--- src/rtl/axi_reg_init_pkg.sv ---
// ============================================================================
//  Module      : axi_reg_init_pkg
//  Description : Shared types and constants for the AXI register initiator.
//                State encoding, AXI response codes and fixed-field helpers.
//  Revision    : 1.0 - initial release
// ============================================================================
`default_nettype none

package axi_reg_init_pkg;

    // Initiator state machine encoding
    typedef enum logic [2:0] {
        ST_IDLE    = 3'd0,
        ST_WR_REQ  = 3'd1,
        ST_WR_RESP = 3'd2,
        ST_RD_REQ  = 3'd3,
        ST_RD_RESP = 3'd4,
        ST_DRAIN   = 3'd5,
        ST_RSP     = 3'd6
    } state_e;

    // AXI response codes
    localparam logic [1:0] RESP_OKAY   = 2'b00;
    localparam logic [1:0] RESP_SLVERR = 2'b10;
    localparam logic [1:0] RESP_DECERR = 2'b11;

    // AXI burst type used for every access
    localparam logic [1:0] BURST_INCR  = 2'b01;

    // AxSIZE encoding for a full-width beat of the given data bus width
    function automatic logic [2:0] axi_size(input int data_width);
        return 3'($clog2(data_width / 8));
    endfunction

endpackage

`default_nettype wire

--- src/rtl/axi_reg_initiator_if.sv ---
// ============================================================================
//  Module      : axi_reg_initiator_if
//  Description : Command/response handshake plus the AXI4 master channels of
//                the register initiator. "master" is the initiator view,
//                "slave" is the view of the command source / AXI target.
//  Revision    : 1.0 - initial release
// ============================================================================
`default_nettype none

interface axi_reg_initiator_if #(
    parameter int AXI_ID_WIDTH   = 10,
    parameter int AXI_ADDR_WIDTH = 64,
    parameter int AXI_DATA_WIDTH = 64,
    parameter int AXI_USER_WIDTH = 1
);
    localparam int STRB_WIDTH = AXI_DATA_WIDTH / 8;

    // Command / response side
    logic                      cmd_valid, cmd_ready, cmd_write;
    logic [AXI_ADDR_WIDTH-1:0] cmd_addr;
    logic [AXI_DATA_WIDTH-1:0] cmd_wdata;
    logic [STRB_WIDTH-1:0]     cmd_wstrb;
    logic                      rsp_valid, rsp_ready, rsp_err, rsp_timeout;
    logic [AXI_DATA_WIDTH-1:0] rsp_rdata;

    // AXI write address channel
    logic [AXI_ID_WIDTH-1:0]   m_axi_awid;
    logic [AXI_ADDR_WIDTH-1:0] m_axi_awaddr;
    logic [7:0]                m_axi_awlen;
    logic [2:0]                m_axi_awsize;
    logic [1:0]                m_axi_awburst;
    logic                      m_axi_awlock;
    logic [3:0]                m_axi_awcache, m_axi_awqos, m_axi_awregion;
    logic [2:0]                m_axi_awprot;
    logic [AXI_USER_WIDTH-1:0] m_axi_awuser;
    logic                      m_axi_awvalid, m_axi_awready;
    // AXI write data channel
    logic [AXI_DATA_WIDTH-1:0] m_axi_wdata;
    logic [STRB_WIDTH-1:0]     m_axi_wstrb;
    logic                      m_axi_wlast;
    logic [AXI_USER_WIDTH-1:0] m_axi_wuser;
    logic                      m_axi_wvalid, m_axi_wready;
    // AXI write response channel
    logic [AXI_ID_WIDTH-1:0]   m_axi_bid;
    logic [1:0]                m_axi_bresp;
    logic [AXI_USER_WIDTH-1:0] m_axi_buser;
    logic                      m_axi_bvalid, m_axi_bready;
    // AXI read address channel
    logic [AXI_ID_WIDTH-1:0]   m_axi_arid;
    logic [AXI_ADDR_WIDTH-1:0] m_axi_araddr;
    logic [7:0]                m_axi_arlen;
    logic [2:0]                m_axi_arsize;
    logic [1:0]                m_axi_arburst;
    logic                      m_axi_arlock;
    logic [3:0]                m_axi_arcache, m_axi_arqos, m_axi_arregion;
    logic [2:0]                m_axi_arprot;
    logic [AXI_USER_WIDTH-1:0] m_axi_aruser;
    logic                      m_axi_arvalid, m_axi_arready;
    // AXI read data channel
    logic [AXI_ID_WIDTH-1:0]   m_axi_rid;
    logic [AXI_DATA_WIDTH-1:0] m_axi_rdata;
    logic [1:0]                m_axi_rresp;
    logic                      m_axi_rlast;
    logic [AXI_USER_WIDTH-1:0] m_axi_ruser;
    logic                      m_axi_rvalid, m_axi_rready;

    modport master (
        input  cmd_valid, cmd_write, cmd_addr, cmd_wdata, cmd_wstrb, rsp_ready,
        output cmd_ready, rsp_valid, rsp_rdata, rsp_err, rsp_timeout,
        output m_axi_awid, m_axi_awaddr, m_axi_awlen, m_axi_awsize, m_axi_awburst,
               m_axi_awlock, m_axi_awcache, m_axi_awprot, m_axi_awqos, m_axi_awregion,
               m_axi_awuser, m_axi_awvalid,
        input  m_axi_awready,
        output m_axi_wdata, m_axi_wstrb, m_axi_wlast, m_axi_wuser, m_axi_wvalid,
        input  m_axi_wready,
        input  m_axi_bid, m_axi_bresp, m_axi_buser, m_axi_bvalid,
        output m_axi_bready,
        output m_axi_arid, m_axi_araddr, m_axi_arlen, m_axi_arsize, m_axi_arburst,
               m_axi_arlock, m_axi_arcache, m_axi_arprot, m_axi_arqos, m_axi_arregion,
               m_axi_aruser, m_axi_arvalid,
        input  m_axi_arready,
        input  m_axi_rid, m_axi_rdata, m_axi_rresp, m_axi_rlast, m_axi_ruser, m_axi_rvalid,
        output m_axi_rready
    );

    modport slave (
        output cmd_valid, cmd_write, cmd_addr, cmd_wdata, cmd_wstrb, rsp_ready,
        input  cmd_ready, rsp_valid, rsp_rdata, rsp_err, rsp_timeout,
        input  m_axi_awid, m_axi_awaddr, m_axi_awlen, m_axi_awsize, m_axi_awburst,
               m_axi_awlock, m_axi_awcache, m_axi_awprot, m_axi_awqos, m_axi_awregion,
               m_axi_awuser, m_axi_awvalid,
        output m_axi_awready,
        input  m_axi_wdata, m_axi_wstrb, m_axi_wlast, m_axi_wuser, m_axi_wvalid,
        output m_axi_wready,
        output m_axi_bid, m_axi_bresp, m_axi_buser, m_axi_bvalid,
        input  m_axi_bready,
        input  m_axi_arid, m_axi_araddr, m_axi_arlen, m_axi_arsize, m_axi_arburst,
               m_axi_arlock, m_axi_arcache, m_axi_arprot, m_axi_arqos, m_axi_arregion,
               m_axi_aruser, m_axi_arvalid,
        output m_axi_arready,
        output m_axi_rid, m_axi_rdata, m_axi_rresp, m_axi_rlast, m_axi_ruser, m_axi_rvalid,
        input  m_axi_rready
    );

endinterface

`default_nettype wire

--- src/rtl/axi_reg_init_timeout.sv ---
// ============================================================================
//  Module      : axi_reg_init_timeout
//  Description : 16-bit response-wait counter with terminal compare. Only
//                instantiated when AXI_REG_INIT_TIMEOUT_EN is defined.
//  Revision    : 1.0 - initial release
// ============================================================================
`default_nettype none

module axi_reg_init_timeout #(
    parameter int TIMEOUT_CYCLES = 1024
) (
    input  wire logic aclk,
    input  wire logic areset,
    input  wire logic clear,    // entering a response-wait state
    input  wire logic run,      // currently in a response-wait state
    output logic      expired   // this wait cycle is the last one allowed
);
    logic [15:0] cnt_q, cnt_d;

    // Counter restarts on entry to a wait state and advances while waiting
    always_comb begin
        cnt_d = cnt_q;
        if (clear) begin
            cnt_d = '0;
        end else if (run) begin
            cnt_d = cnt_q + 16'd1;
        end
    end

    // Counter register
    always_ff @(posedge aclk or posedge areset) begin
        if (areset) begin
            cnt_q <= '0;
        end else begin
            cnt_q <= cnt_d;
        end
    end

    // The count reaches the limit on the edge that closes this cycle
    assign expired = run && ((cnt_q + 16'd1) == 16'(TIMEOUT_CYCLES));

endmodule

`default_nettype wire

--- src/rtl/axi_reg_initiator.sv ---
// ============================================================================
//  Module      : axi_reg_initiator
//  Description : Single-beat AXI4 register initiator. Accepts one command at
//                a time, issues one AW+W or AR beat, waits for B or R and
//                returns a response. Define AXI_REG_INIT_TIMEOUT_EN to bound
//                the response wait and drain one late beat after a timeout.
//  Revision    : 1.0 - initial release
// ============================================================================
`default_nettype none

module axi_reg_initiator
    import axi_reg_init_pkg::*;
#(
    parameter int AXI_ID_WIDTH   = 10,
    parameter int AXI_ADDR_WIDTH = 64,
    parameter int AXI_DATA_WIDTH = 64,
    parameter int AXI_USER_WIDTH = 1,
    parameter int AXI_ID         = 0,
    parameter int TIMEOUT_CYCLES = 1024
) (
    input wire logic            aclk,
    input wire logic            areset,
    axi_reg_initiator_if.master bus
);
    localparam int STRB_WIDTH = AXI_DATA_WIDTH / 8;

    state_e                    state_q, state_d;
    logic [AXI_ADDR_WIDTH-1:0] addr_q, addr_d;
    logic [AXI_DATA_WIDTH-1:0] wdata_q, wdata_d;
    logic [STRB_WIDTH-1:0]     wstrb_q, wstrb_d;
    logic                      is_write_q, is_write_d;
    logic                      awvalid_q, awvalid_d;
    logic                      wvalid_q, wvalid_d;
    logic                      arvalid_q, arvalid_d;
    logic [AXI_DATA_WIDTH-1:0] rsp_rdata_q, rsp_rdata_d;
    logic                      rsp_err_q, rsp_err_d;
    logic                      rsp_timeout_q, rsp_timeout_d;
    logic                      timeout_hit;

`ifdef AXI_REG_INIT_TIMEOUT_EN
    logic wait_run, wait_entry;
    assign wait_run   = (state_q == ST_WR_RESP) || (state_q == ST_RD_RESP);
    assign wait_entry = !wait_run && ((state_d == ST_WR_RESP) || (state_d == ST_RD_RESP));

    axi_reg_init_timeout #(
        .TIMEOUT_CYCLES (TIMEOUT_CYCLES)
    ) u_timeout (
        .aclk    (aclk),
        .areset  (areset),
        .clear   (wait_entry),
        .run     (wait_run),
        .expired (timeout_hit)
    );
`else
    assign timeout_hit = 1'b0;
`endif

    // Next-state and datapath: capture command, track each request channel, collect response
    always_comb begin
        state_d       = state_q;
        addr_d        = addr_q;
        wdata_d       = wdata_q;
        wstrb_d       = wstrb_q;
        is_write_d    = is_write_q;
        awvalid_d     = awvalid_q;
        wvalid_d      = wvalid_q;
        arvalid_d     = arvalid_q;
        rsp_rdata_d   = rsp_rdata_q;
        rsp_err_d     = rsp_err_q;
        rsp_timeout_d = rsp_timeout_q;
        case (state_q)
            ST_IDLE: begin
                if (bus.cmd_valid) begin
                    addr_d        = bus.cmd_addr;
                    wdata_d       = bus.cmd_wdata;
                    wstrb_d       = bus.cmd_wstrb;
                    is_write_d    = bus.cmd_write;
                    rsp_rdata_d   = '0;
                    rsp_err_d     = 1'b0;
                    rsp_timeout_d = 1'b0;
                    if (bus.cmd_write) begin
                        awvalid_d = 1'b1;
                        wvalid_d  = 1'b1;
                        state_d   = ST_WR_REQ;
                    end else begin
                        arvalid_d = 1'b1;
                        state_d   = ST_RD_REQ;
                    end
                end
            end
            ST_WR_REQ: begin
                // AW and W complete independently; move on once both are done
                if (awvalid_q && bus.m_axi_awready) awvalid_d = 1'b0;
                if (wvalid_q && bus.m_axi_wready)   wvalid_d  = 1'b0;
                if (!awvalid_d && !wvalid_d)        state_d   = ST_WR_RESP;
            end
            ST_WR_RESP: begin
                // A beat in the final wait cycle takes precedence over the timeout
                if (bus.m_axi_bvalid) begin
                    rsp_err_d = bus.m_axi_bresp[1];
                    state_d   = ST_RSP;
                end else if (timeout_hit) begin
                    rsp_err_d     = 1'b1;
                    rsp_timeout_d = 1'b1;
                    state_d       = ST_RSP;
                end
            end
            ST_RD_REQ: begin
                if (bus.m_axi_arready) begin
                    arvalid_d = 1'b0;
                    state_d   = ST_RD_RESP;
                end
            end
            ST_RD_RESP: begin
                if (bus.m_axi_rvalid) begin
                    rsp_rdata_d = bus.m_axi_rdata;
                    rsp_err_d   = bus.m_axi_rresp[1];
                    state_d     = ST_RSP;
                end else if (timeout_hit) begin
                    rsp_err_d     = 1'b1;
                    rsp_timeout_d = 1'b1;
                    state_d       = ST_RSP;
                end
            end
            ST_RSP: begin
                // After a timeout the outstanding beat still has to be absorbed
                if (bus.rsp_ready) state_d = rsp_timeout_q ? ST_DRAIN : ST_IDLE;
            end
            ST_DRAIN: begin
                if (is_write_q ? bus.m_axi_bvalid : bus.m_axi_rvalid) state_d = ST_IDLE;
            end
            default: state_d = ST_IDLE;
        endcase
    end

    // State and datapath registers
    always_ff @(posedge aclk or posedge areset) begin
        if (areset) begin
            state_q       <= ST_IDLE;
            addr_q        <= '0;
            wdata_q       <= '0;
            wstrb_q       <= '0;
            is_write_q    <= 1'b0;
            awvalid_q     <= 1'b0;
            wvalid_q      <= 1'b0;
            arvalid_q     <= 1'b0;
            rsp_rdata_q   <= '0;
            rsp_err_q     <= 1'b0;
            rsp_timeout_q <= 1'b0;
        end else begin
            state_q       <= state_d;
            addr_q        <= addr_d;
            wdata_q       <= wdata_d;
            wstrb_q       <= wstrb_d;
            is_write_q    <= is_write_d;
            awvalid_q     <= awvalid_d;
            wvalid_q      <= wvalid_d;
            arvalid_q     <= arvalid_d;
            rsp_rdata_q   <= rsp_rdata_d;
            rsp_err_q     <= rsp_err_d;
            rsp_timeout_q <= rsp_timeout_d;
        end
    end

    // Command/response handshake; cmd_ready is masked while reset is held
    assign bus.cmd_ready   = (state_q == ST_IDLE) && !areset;
    assign bus.rsp_valid   = (state_q == ST_RSP);
    assign bus.rsp_rdata   = rsp_rdata_q;
    assign bus.rsp_err     = rsp_err_q;
    assign bus.rsp_timeout = rsp_timeout_q;

    // Write address / data channels: single INCR beat, all side fields zero
    assign bus.m_axi_awid     = AXI_ID_WIDTH'(AXI_ID);
    assign bus.m_axi_awaddr   = addr_q;
    assign bus.m_axi_awlen    = 8'd0;
    assign bus.m_axi_awsize   = axi_size(AXI_DATA_WIDTH);
    assign bus.m_axi_awburst  = BURST_INCR;
    assign bus.m_axi_awlock   = 1'b0;
    assign bus.m_axi_awcache  = 4'd0;
    assign bus.m_axi_awprot   = 3'd0;
    assign bus.m_axi_awqos    = 4'd0;
    assign bus.m_axi_awregion = 4'd0;
    assign bus.m_axi_awuser   = '0;
    assign bus.m_axi_awvalid  = awvalid_q;
    assign bus.m_axi_wdata    = wdata_q;
    assign bus.m_axi_wstrb    = wstrb_q;
    assign bus.m_axi_wlast    = 1'b1;
    assign bus.m_axi_wuser    = '0;
    assign bus.m_axi_wvalid   = wvalid_q;

    // Read address channel
    assign bus.m_axi_arid     = AXI_ID_WIDTH'(AXI_ID);
    assign bus.m_axi_araddr   = addr_q;
    assign bus.m_axi_arlen    = 8'd0;
    assign bus.m_axi_arsize   = axi_size(AXI_DATA_WIDTH);
    assign bus.m_axi_arburst  = BURST_INCR;
    assign bus.m_axi_arlock   = 1'b0;
    assign bus.m_axi_arcache  = 4'd0;
    assign bus.m_axi_arprot   = 3'd0;
    assign bus.m_axi_arqos    = 4'd0;
    assign bus.m_axi_arregion = 4'd0;
    assign bus.m_axi_aruser   = '0;
    assign bus.m_axi_arvalid  = arvalid_q;

    // Responses are only accepted while one is expected
    assign bus.m_axi_bready = (state_q == ST_WR_RESP) || ((state_q == ST_DRAIN) && is_write_q);
    assign bus.m_axi_rready = (state_q == ST_RD_RESP) || ((state_q == ST_DRAIN) && !is_write_q);

    // Response-side fields that carry no information for a single-beat initiator
    logic unused_inputs;
    assign unused_inputs = ^{bus.m_axi_bid, bus.m_axi_buser, bus.m_axi_bresp[0],
                             bus.m_axi_rid, bus.m_axi_ruser, bus.m_axi_rresp[0],
                             bus.m_axi_rlast, 16'(TIMEOUT_CYCLES)};

endmodule

`default_nettype wire

--- src/flat_wrapper.sv ---
// flat-port wrapper written by rule: the top's interface ports become plain ports
module axi_reg_initiator_flat import axi_reg_init_pkg::*;
#(
    parameter int AXI_ID_WIDTH   = 10,
    parameter int AXI_ADDR_WIDTH = 64,
    parameter int AXI_DATA_WIDTH = 64,
    parameter int AXI_USER_WIDTH = 1,
    parameter int AXI_ID         = 0,
    parameter int TIMEOUT_CYCLES = 1024
)
  (aclk, areset, bus_cmd_valid, bus_cmd_write, bus_cmd_addr, bus_cmd_wdata, bus_cmd_wstrb, bus_rsp_ready, bus_cmd_ready, bus_rsp_valid, bus_rsp_rdata, bus_rsp_err, bus_rsp_timeout, bus_m_axi_awid, bus_m_axi_awaddr, bus_m_axi_awlen, bus_m_axi_awsize, bus_m_axi_awburst, bus_m_axi_awlock, bus_m_axi_awcache, bus_m_axi_awprot, bus_m_axi_awqos, bus_m_axi_awregion, bus_m_axi_awuser, bus_m_axi_awvalid, bus_m_axi_awready, bus_m_axi_wdata, bus_m_axi_wstrb, bus_m_axi_wlast, bus_m_axi_wuser, bus_m_axi_wvalid, bus_m_axi_wready, bus_m_axi_bid, bus_m_axi_bresp, bus_m_axi_buser, bus_m_axi_bvalid, bus_m_axi_bready, bus_m_axi_arid, bus_m_axi_araddr, bus_m_axi_arlen, bus_m_axi_arsize, bus_m_axi_arburst, bus_m_axi_arlock, bus_m_axi_arcache, bus_m_axi_arprot, bus_m_axi_arqos, bus_m_axi_arregion, bus_m_axi_aruser, bus_m_axi_arvalid, bus_m_axi_arready, bus_m_axi_rid, bus_m_axi_rdata, bus_m_axi_rresp, bus_m_axi_rlast, bus_m_axi_ruser, bus_m_axi_rvalid, bus_m_axi_rready);
  axi_reg_initiator_if #(.AXI_ID_WIDTH(AXI_ID_WIDTH), .AXI_ADDR_WIDTH(AXI_ADDR_WIDTH), .AXI_DATA_WIDTH(AXI_DATA_WIDTH), .AXI_USER_WIDTH(AXI_USER_WIDTH)) bus_i ();
  input wire logic aclk;
  input wire logic areset;
  input wire logic [$bits(bus_i.cmd_valid)-1:0] bus_cmd_valid;
  input wire logic [$bits(bus_i.cmd_write)-1:0] bus_cmd_write;
  input wire logic [$bits(bus_i.cmd_addr)-1:0] bus_cmd_addr;
  input wire logic [$bits(bus_i.cmd_wdata)-1:0] bus_cmd_wdata;
  input wire logic [$bits(bus_i.cmd_wstrb)-1:0] bus_cmd_wstrb;
  input wire logic [$bits(bus_i.rsp_ready)-1:0] bus_rsp_ready;
  output wire logic [$bits(bus_i.cmd_ready)-1:0] bus_cmd_ready;
  output wire logic [$bits(bus_i.rsp_valid)-1:0] bus_rsp_valid;
  output wire logic [$bits(bus_i.rsp_rdata)-1:0] bus_rsp_rdata;
  output wire logic [$bits(bus_i.rsp_err)-1:0] bus_rsp_err;
  output wire logic [$bits(bus_i.rsp_timeout)-1:0] bus_rsp_timeout;
  output wire logic [$bits(bus_i.m_axi_awid)-1:0] bus_m_axi_awid;
  output wire logic [$bits(bus_i.m_axi_awaddr)-1:0] bus_m_axi_awaddr;
  output wire logic [$bits(bus_i.m_axi_awlen)-1:0] bus_m_axi_awlen;
  output wire logic [$bits(bus_i.m_axi_awsize)-1:0] bus_m_axi_awsize;
  output wire logic [$bits(bus_i.m_axi_awburst)-1:0] bus_m_axi_awburst;
  output wire logic [$bits(bus_i.m_axi_awlock)-1:0] bus_m_axi_awlock;
  output wire logic [$bits(bus_i.m_axi_awcache)-1:0] bus_m_axi_awcache;
  output wire logic [$bits(bus_i.m_axi_awprot)-1:0] bus_m_axi_awprot;
  output wire logic [$bits(bus_i.m_axi_awqos)-1:0] bus_m_axi_awqos;
  output wire logic [$bits(bus_i.m_axi_awregion)-1:0] bus_m_axi_awregion;
  output wire logic [$bits(bus_i.m_axi_awuser)-1:0] bus_m_axi_awuser;
  output wire logic [$bits(bus_i.m_axi_awvalid)-1:0] bus_m_axi_awvalid;
  input wire logic [$bits(bus_i.m_axi_awready)-1:0] bus_m_axi_awready;
  output wire logic [$bits(bus_i.m_axi_wdata)-1:0] bus_m_axi_wdata;
  output wire logic [$bits(bus_i.m_axi_wstrb)-1:0] bus_m_axi_wstrb;
  output wire logic [$bits(bus_i.m_axi_wlast)-1:0] bus_m_axi_wlast;
  output wire logic [$bits(bus_i.m_axi_wuser)-1:0] bus_m_axi_wuser;
  output wire logic [$bits(bus_i.m_axi_wvalid)-1:0] bus_m_axi_wvalid;
  input wire logic [$bits(bus_i.m_axi_wready)-1:0] bus_m_axi_wready;
  input wire logic [$bits(bus_i.m_axi_bid)-1:0] bus_m_axi_bid;
  input wire logic [$bits(bus_i.m_axi_bresp)-1:0] bus_m_axi_bresp;
  input wire logic [$bits(bus_i.m_axi_buser)-1:0] bus_m_axi_buser;
  input wire logic [$bits(bus_i.m_axi_bvalid)-1:0] bus_m_axi_bvalid;
  output wire logic [$bits(bus_i.m_axi_bready)-1:0] bus_m_axi_bready;
  output wire logic [$bits(bus_i.m_axi_arid)-1:0] bus_m_axi_arid;
  output wire logic [$bits(bus_i.m_axi_araddr)-1:0] bus_m_axi_araddr;
  output wire logic [$bits(bus_i.m_axi_arlen)-1:0] bus_m_axi_arlen;
  output wire logic [$bits(bus_i.m_axi_arsize)-1:0] bus_m_axi_arsize;
  output wire logic [$bits(bus_i.m_axi_arburst)-1:0] bus_m_axi_arburst;
  output wire logic [$bits(bus_i.m_axi_arlock)-1:0] bus_m_axi_arlock;
  output wire logic [$bits(bus_i.m_axi_arcache)-1:0] bus_m_axi_arcache;
  output wire logic [$bits(bus_i.m_axi_arprot)-1:0] bus_m_axi_arprot;
  output wire logic [$bits(bus_i.m_axi_arqos)-1:0] bus_m_axi_arqos;
  output wire logic [$bits(bus_i.m_axi_arregion)-1:0] bus_m_axi_arregion;
  output wire logic [$bits(bus_i.m_axi_aruser)-1:0] bus_m_axi_aruser;
  output wire logic [$bits(bus_i.m_axi_arvalid)-1:0] bus_m_axi_arvalid;
  input wire logic [$bits(bus_i.m_axi_arready)-1:0] bus_m_axi_arready;
  input wire logic [$bits(bus_i.m_axi_rid)-1:0] bus_m_axi_rid;
  input wire logic [$bits(bus_i.m_axi_rdata)-1:0] bus_m_axi_rdata;
  input wire logic [$bits(bus_i.m_axi_rresp)-1:0] bus_m_axi_rresp;
  input wire logic [$bits(bus_i.m_axi_rlast)-1:0] bus_m_axi_rlast;
  input wire logic [$bits(bus_i.m_axi_ruser)-1:0] bus_m_axi_ruser;
  input wire logic [$bits(bus_i.m_axi_rvalid)-1:0] bus_m_axi_rvalid;
  output wire logic [$bits(bus_i.m_axi_rready)-1:0] bus_m_axi_rready;
  assign bus_i.cmd_valid = bus_cmd_valid;
  assign bus_i.cmd_write = bus_cmd_write;
  assign bus_i.cmd_addr = bus_cmd_addr;
  assign bus_i.cmd_wdata = bus_cmd_wdata;
  assign bus_i.cmd_wstrb = bus_cmd_wstrb;
  assign bus_i.rsp_ready = bus_rsp_ready;
  assign bus_cmd_ready = bus_i.cmd_ready;
  assign bus_rsp_valid = bus_i.rsp_valid;
  assign bus_rsp_rdata = bus_i.rsp_rdata;
  assign bus_rsp_err = bus_i.rsp_err;
  assign bus_rsp_timeout = bus_i.rsp_timeout;
  assign bus_m_axi_awid = bus_i.m_axi_awid;
  assign bus_m_axi_awaddr = bus_i.m_axi_awaddr;
  assign bus_m_axi_awlen = bus_i.m_axi_awlen;
  assign bus_m_axi_awsize = bus_i.m_axi_awsize;
  assign bus_m_axi_awburst = bus_i.m_axi_awburst;
  assign bus_m_axi_awlock = bus_i.m_axi_awlock;
  assign bus_m_axi_awcache = bus_i.m_axi_awcache;
  assign bus_m_axi_awprot = bus_i.m_axi_awprot;
  assign bus_m_axi_awqos = bus_i.m_axi_awqos;
  assign bus_m_axi_awregion = bus_i.m_axi_awregion;
  assign bus_m_axi_awuser = bus_i.m_axi_awuser;
  assign bus_m_axi_awvalid = bus_i.m_axi_awvalid;
  assign bus_i.m_axi_awready = bus_m_axi_awready;
  assign bus_m_axi_wdata = bus_i.m_axi_wdata;
  assign bus_m_axi_wstrb = bus_i.m_axi_wstrb;
  assign bus_m_axi_wlast = bus_i.m_axi_wlast;
  assign bus_m_axi_wuser = bus_i.m_axi_wuser;
  assign bus_m_axi_wvalid = bus_i.m_axi_wvalid;
  assign bus_i.m_axi_wready = bus_m_axi_wready;
  assign bus_i.m_axi_bid = bus_m_axi_bid;
  assign bus_i.m_axi_bresp = bus_m_axi_bresp;
  assign bus_i.m_axi_buser = bus_m_axi_buser;
  assign bus_i.m_axi_bvalid = bus_m_axi_bvalid;
  assign bus_m_axi_bready = bus_i.m_axi_bready;
  assign bus_m_axi_arid = bus_i.m_axi_arid;
  assign bus_m_axi_araddr = bus_i.m_axi_araddr;
  assign bus_m_axi_arlen = bus_i.m_axi_arlen;
  assign bus_m_axi_arsize = bus_i.m_axi_arsize;
  assign bus_m_axi_arburst = bus_i.m_axi_arburst;
  assign bus_m_axi_arlock = bus_i.m_axi_arlock;
  assign bus_m_axi_arcache = bus_i.m_axi_arcache;
  assign bus_m_axi_arprot = bus_i.m_axi_arprot;
  assign bus_m_axi_arqos = bus_i.m_axi_arqos;
  assign bus_m_axi_arregion = bus_i.m_axi_arregion;
  assign bus_m_axi_aruser = bus_i.m_axi_aruser;
  assign bus_m_axi_arvalid = bus_i.m_axi_arvalid;
  assign bus_i.m_axi_arready = bus_m_axi_arready;
  assign bus_i.m_axi_rid = bus_m_axi_rid;
  assign bus_i.m_axi_rdata = bus_m_axi_rdata;
  assign bus_i.m_axi_rresp = bus_m_axi_rresp;
  assign bus_i.m_axi_rlast = bus_m_axi_rlast;
  assign bus_i.m_axi_ruser = bus_m_axi_ruser;
  assign bus_i.m_axi_rvalid = bus_m_axi_rvalid;
  assign bus_m_axi_rready = bus_i.m_axi_rready;
  axi_reg_initiator #(.AXI_ID_WIDTH(AXI_ID_WIDTH), .AXI_ADDR_WIDTH(AXI_ADDR_WIDTH), .AXI_DATA_WIDTH(AXI_DATA_WIDTH), .AXI_USER_WIDTH(AXI_USER_WIDTH), .AXI_ID(AXI_ID), .TIMEOUT_CYCLES(TIMEOUT_CYCLES)) u_core (.aclk(aclk), .areset(areset), .bus(bus_i));
endmodule
--- config.mk ---
export PLATFORM = sky130hd
export DESIGN_NAME = axi_reg_initiator_flat
export DESIGN_NICKNAME = d
export VERILOG_FILES = /design/src/rtl/axi_reg_init_pkg.sv /design/src/rtl/axi_reg_initiator_if.sv /design/src/rtl/axi_reg_init_timeout.sv /design/src/rtl/axi_reg_initiator.sv /design/src/flat_wrapper.sv
export SDC_FILE = /design/constraint.sdc
export NUM_CORES = 1
export LEC_CHECK = 0
export BUFFER_PORTS_ARGS = -buffer_cell sky130_fd_sc_hd__buf_2
export CAP_MARGIN = 20
export CORE_AREA = 2 2 233 235
export CTS_CLUSTER_SIZE = 14
export DETAILED_ROUTE_END_ITERATION = 8
export DIE_AREA = 0 0 235 237
export GPL_TIMING_DRIVEN = 0
export PLACE_DENSITY = 0.41
export SLEW_MARGIN = 20
export SYNTH_ARGS = -nofsm -noshare
export SYNTH_HDL_FRONTEND = slang
export SYNTH_SLANG_ARGS = --single-unit
--- constraint.sdc ---
create_clock -name aclk -period 7.9 [get_ports aclk]
set_input_delay 0.395 -clock aclk [delete_from_list [all_inputs] [get_ports aclk]]
set_output_delay 0.395 -clock aclk [all_outputs]
set_load 0.01 [all_outputs]
==> Yosys cells after proc, flatten, opt, wreduce, memory -nomap -nowiden <==
Cells that the tools add are included.
{ "word_totals": {"regBits": 208, "inputBits": 237, "out_inout_bits": 355, "word_cells": 77} }
{ "op_classes": {"n_eq_ne": 15, "n_mux": 29, "reduce_logical": 23} }
{ "op_table": {"columns": ["cell", "n"], "rows": [
  ["64-bit 2-to-1 mux", 2],
  ["64-bit one-hot mux with 2 select lines", 1],
  ["3-bit 2-to-1 mux", 7],
  ["3-bit one-hot mux with 7 select lines", 1],
  ["2-bit != test, second input constant", 7],
  ["1-bit 2-to-1 mux", 13],
  ["3-bit == test, second input constant", 3],
  ["4-bit AND reduction", 2],
  ["7-bit AND reduction", 1],
  ["3-bit by 2-bit == test with 1-bit output, second input constant", 2],
  ["1-bit logical AND", 6],
  ["1-bit one-hot mux with 2 select lines", 3],
  ["3-bit AND reduction", 2],
  ["2-bit nonzero test", 3],
  ["1-bit logical NOT", 4],
  ["2-bit by 1-bit != test with 1-bit output, second input constant", 2],
  ["3-bit by 1-bit == test with 1-bit output, second input constant", 1],
  ["3-bit logical NOT", 1],
  ["1-bit one-hot mux with 3 select lines", 1],
  ["3-bit nonzero test", 1],
  ["1-bit logical OR", 2],
  ["2-bit 2-to-1 mux", 1],
  ["2-bit AND reduction", 1]
]} }

==> Depth between registers and ports, before layout <==
{ "logic_depth": {"depth_word": 7, "ltp_mapped": 7} }

==> Least setup slack after synthesis <==
Ideal clock, no wire load.
{ "synth_path": {"path_type": "reg-to-reg", "start": "reg u_core.state_q[0]", "end": "reg u_core.addr_q[10], in the netlist u_core.bus.m_axi_araddr[10]", "setup_ps": 127, "arrival_time_ps": 1397, "required_time_ps": 7773, "path_slack_ps": 6376, "stages_incl_launch_ff": 6, "path_buffers": 2, "cell_sequence": "dfrtp_1 > nor2_1 > and3_1 > buf_6 > buf_6 > mux2_1"} }
{ "synth_between": {"elab_chain_len": 2} }
{ "synth_rtl": {"columns": ["element", "line", "rtl"], "rows": [
  ["from (decl)", "axi_reg_initiator.sv:27", "state_e state_q, state_d;"],
  ["from (signal assigned)", "axi_reg_initiator.sv:151", "state_q <= state_d;"],
  ["3-bit logical NOT", "axi_reg_initiator.sv:71", "case (state_q)"],
  ["2-bit AND reduction (no line)", null, null],
  ["to (signal assigned)", "axi_reg_initiator.sv:152", "addr_q <= addr_d;"],
  ["to (decl)", "axi_reg_initiator.sv:28", "logic [AXI_ADDR_WIDTH-1:0] addr_q, addr_d;"]
]} }
Every way passes these cells.
A chain may end at the register's enable or synchronous reset.

==> Final worst setup path <==
{ "layout_path": {"start": "reg u_core.state_q[0]", "end": "out bus_m_axi_bready"} }
{ "layout_between": {"elab_chain_len": 3, "word_cells_on_any_way": 4, "cone_classes": "eq/ne (2); reduce/logical (2)"} }
{ "layout_rtl": {"columns": ["element", "line", "rtl"], "rows": [
  ["3-bit == test", "axi_reg_initiator.sv:206", "assign bus.m_axi_bready = (state_q == ST_WR_RESP) || ((state_q == ST_DRAIN) && is_write_q);"],
  ["1-bit logical AND", "axi_reg_initiator.sv:206", null],
  ["1-bit logical OR (*)", "axi_reg_initiator.sv:206", null],
  ["to (decl)", "flat_wrapper.sv:49", "output wire logic [$bits(bus_i.m_axi_bready)-1:0] bus_m_axi_bready;"]
]} }
Every way passes the cells marked *; elsewhere a longest branch is shown, timed or not.

==> results.py <==
metrics = {
    "status": {
        "status": "completed",
    },
    "setup_path": {
        "required_ns": 7.51,
        "startpoint": "u_core.state_q[0]",
        "path_max_fanout": 10,
        "timing.rr.start": "u_core.state_q[0]",
        "cp-start-kind": "flop",
        "crit_type": "flop to output port",
        "endpoint_kind": "output port",
        "arrival_ns": 1.99,
    },
    "routing": {
        "route.met3.wl_um": 2674,
        "wl_per_cell_um": 14.54,
        "wl_met1_um": 11380,
        "dr.first_iter.drc_count": 221,
        "ant_nets": 0,
        "top_layer": "met5",
        "viasPerCell": 3.575,
        "dr_wl_met2_um": 15570,
        "vias": 7487,
        "dr.pass1.iters": 6,
        "drc": 0,
        "routed_wl_um": 30450,
    },
    "placed_design": {
        "finalWeightedCongestion": 0.7664,
        "io_buffer_count": 483,
        "dpl_worst_slack_ns": 5.847,
        "dp_hpwl_um": 24190,
    },
    "cells_and_area": {
        "syn_to_final_growth_pct": 49.12,
        "drive_gt1_share_pct": 51.97,
        "nets": 1612,
        "n_fill_cell": 5726,
    },
    "timing": {
        "final_max_slew_viol_count": 0,
        "fin_crit_ns": 2.380,
        "hold_violations": 0,
        "setup_viol": 0,
        "finClkSkew_ns": 0.008132,
        "fin_crit_sh_pct": 30.13,
        "fmax_mhz": 420.1,
        "hold_slack_ns": 0.07271,
        "fin_tns_setup_ns": 0,
        "fin_ws_ns": 5.520,
        "slew_headroom_pct": 54.04,
        "rsz0062_at_grt": "false",
        "tightestPinTransition_ns": 0.6872,
    },
    "global_routing": {
        "antenna_found_initial": 8,
        "track_usage_pct": 10.32,
        "grt_first_pass_wirelength_um": 44910,
        "grt_max_degree": 92,
        "grt_pass1_vias": 7254,
        "gr-total-overflow": 0,
    },
    "die": {
        "initial_core_util_pct": 17.47,
        "die-area_um2": 55700,
        "row_count": 85,
        "die_y_um": 237,
        "core_area_um2": 53280,
        "die_w_um": 235,
        "io_pins": 592,
    },
    "power": {
        "p_per_area_nw_per_um2": 386.4,
        "power_leakage_nw": 7.544,
        "ir_worst_vdd_uv": 150.0,
        "finalPower_mw": 5.363,
    },
    "synthesis": {
        "synthArstFlopShare_pct": 100.0,
        "seq_area_frac_synth_pct": 55.92,
        "yosys_warnings": 0,
        "synth_cell_types": 32,
        "synthFlopType": "dfrtp_1",
        "ys_top_cells_by_area": "dfrtp_1 56%, mux2_1 16%, buf_4 12%",
        "yosys.area.top_type_share_pct": 55.92,
        "yosysMostFrequentCell": "dfrtp_1",
        "synth_top_area_cell": "dfrtp_1",
        "synth.cell_area_um2": 9308,
        "synth-edff-count": 0,
        "synthTopCellsByCount": "208 x dfrtp_1, 153 x buf_4, 134 x nand2_1, 130 x mux2_1, 70 x nand3_1",
        "postSynthAreaPerCell_um2": 11.93,
        "postSynthCellCount": 780,
        "synth_seq_cells": 208,
    },
    "worst_hold_path": {
        "hold_start": "bus_cmd_addr[57]",
        "hold_path.class": "input pin to flop",
    },
    "job": {
        "maxCapViolCount": 0,
    },
    "clocking": {
        "path_clk_slew_ns": 0.06,
        "cts_buffers": 26,
        "insertion_delay_ns": 0.53,
        "clk_path_buf_depth": 3,
        "cts_root_buf": "clkbuf_16",
        "clkSinkCount": 208,
        "htree_levels": 1,
        "cts_tree": "done",
    },
}
-- cell usage in the layout, fill, tap and decap left out, drive strengths merged, types with 6 or more instances in the layout --
cell    Yosys  layout
conb        2      83
clkbuf      3      39
nor2        6       6
nand3      70      70
mux2      138     138
dfrtp     208     208
nand2     134     134
inv         7       8
buf       183     668
-- cell families after synthesis --
group	after synthesis	synth area share [%]
other	2	0.08069
buffers and inverters	193	15.77
DFF	208	55.92
and+or+nand+nor	218	9.988
AOI/OAI and AO/OA	20	1.398
muxes	139	16.84
-- critical path, stage by stage (launching register included) --
cell and delay (ns):
dfrtp_1 0.40, buf_2 0.26, inv_1 0.15, nor2_1 0.25
a32o_1 0.22, buf_2 0.17
-- worst paths after layout --
| kind | to | slack [ns] | cells past startpoint |
|---|---|---|---|
| setup / recovery | bus_m_axi_bready | 5.52 | 5 |
| hold / removal | u_core.bus.m_axi_araddr[57] | 0.07 | 2 |
| setup reg to reg | u_core.bus.m_axi_wdata[14] | 5.89 | 5 |
| hold reg to reg | u_core.bus.rsp_rdata[62] | 0.46 | 2 |
| max in group asynchronous | u_core.bus.m_axi_araddr[31] | 6.64 | 4 |
| min in group asynchronous | u_core.bus.rsp_err | 0.43 | 3 |
-- what timing repair did --
item                                   4_1_cts  5_1_grt
buffers inserted                             0        0
hold buffers                                 1        0
endpoints found under the hold margin       36        0
gates resized for setup                      0        0
-- flip-flops by register name, summed over array words and instances, names as in the netlist --
register	cells
u_core.bus.rsp_rdata	64
u_core.bus.m_axi_wstrb	8
u_core.is_write_q	1
u_core.bus.m_axi_araddr	64
u_core.bus.m_axi_wdata	64
u_core.state_q	3
u_core.bus.m_axi_awvalid	1
u_core.bus.rsp_err	1
u_core.bus.m_axi_arvalid	1
u_core.bus.m_axi_wvalid	1
-- per-stage QoR --
step	util, %	cell area [um2]	instances
2_1_floorplan	-	9612	861
3_3_place_gp	24.21	12900	2040
3_5_place_dp	24.34	12970	2042
4_1_cts	26.03	13870	2089
5_1_grt	26.04	13870	2092
6_report	26.05	13880	2094
-- report_power, final --
part / switching (mW) / leakage [nW] / internal, mW
logic: 1.19 / 4.52 / 1.10
registers: 0.290 / 2.58 / 1.56
clock network: 0.476 / 0.438 / 0.750
-- per-layer routing --
metal	up-vias	GRT usage, %
li1	3555	-
met1	3548	11.54
met2	327	18.26
met3	51	3.521
met4	6	3.510
met5	-	0
-- final cells by class --
class	instances	area, um2	share of cell area, %
diodes	5	12.51	0.09015
plain buffers	186	1441	10.38
clock buffers	36	779.5	5.616
clock inverters	10	108.9	0.7843
inverters	7	33.78	0.2434
multi-input cells	460	2945	21.22
flip-flops and latches	208	5205	37.50
well taps	696	870.8	6.274
repair buffers	486	2482	17.89
Power figures use the tool's default switching activity.
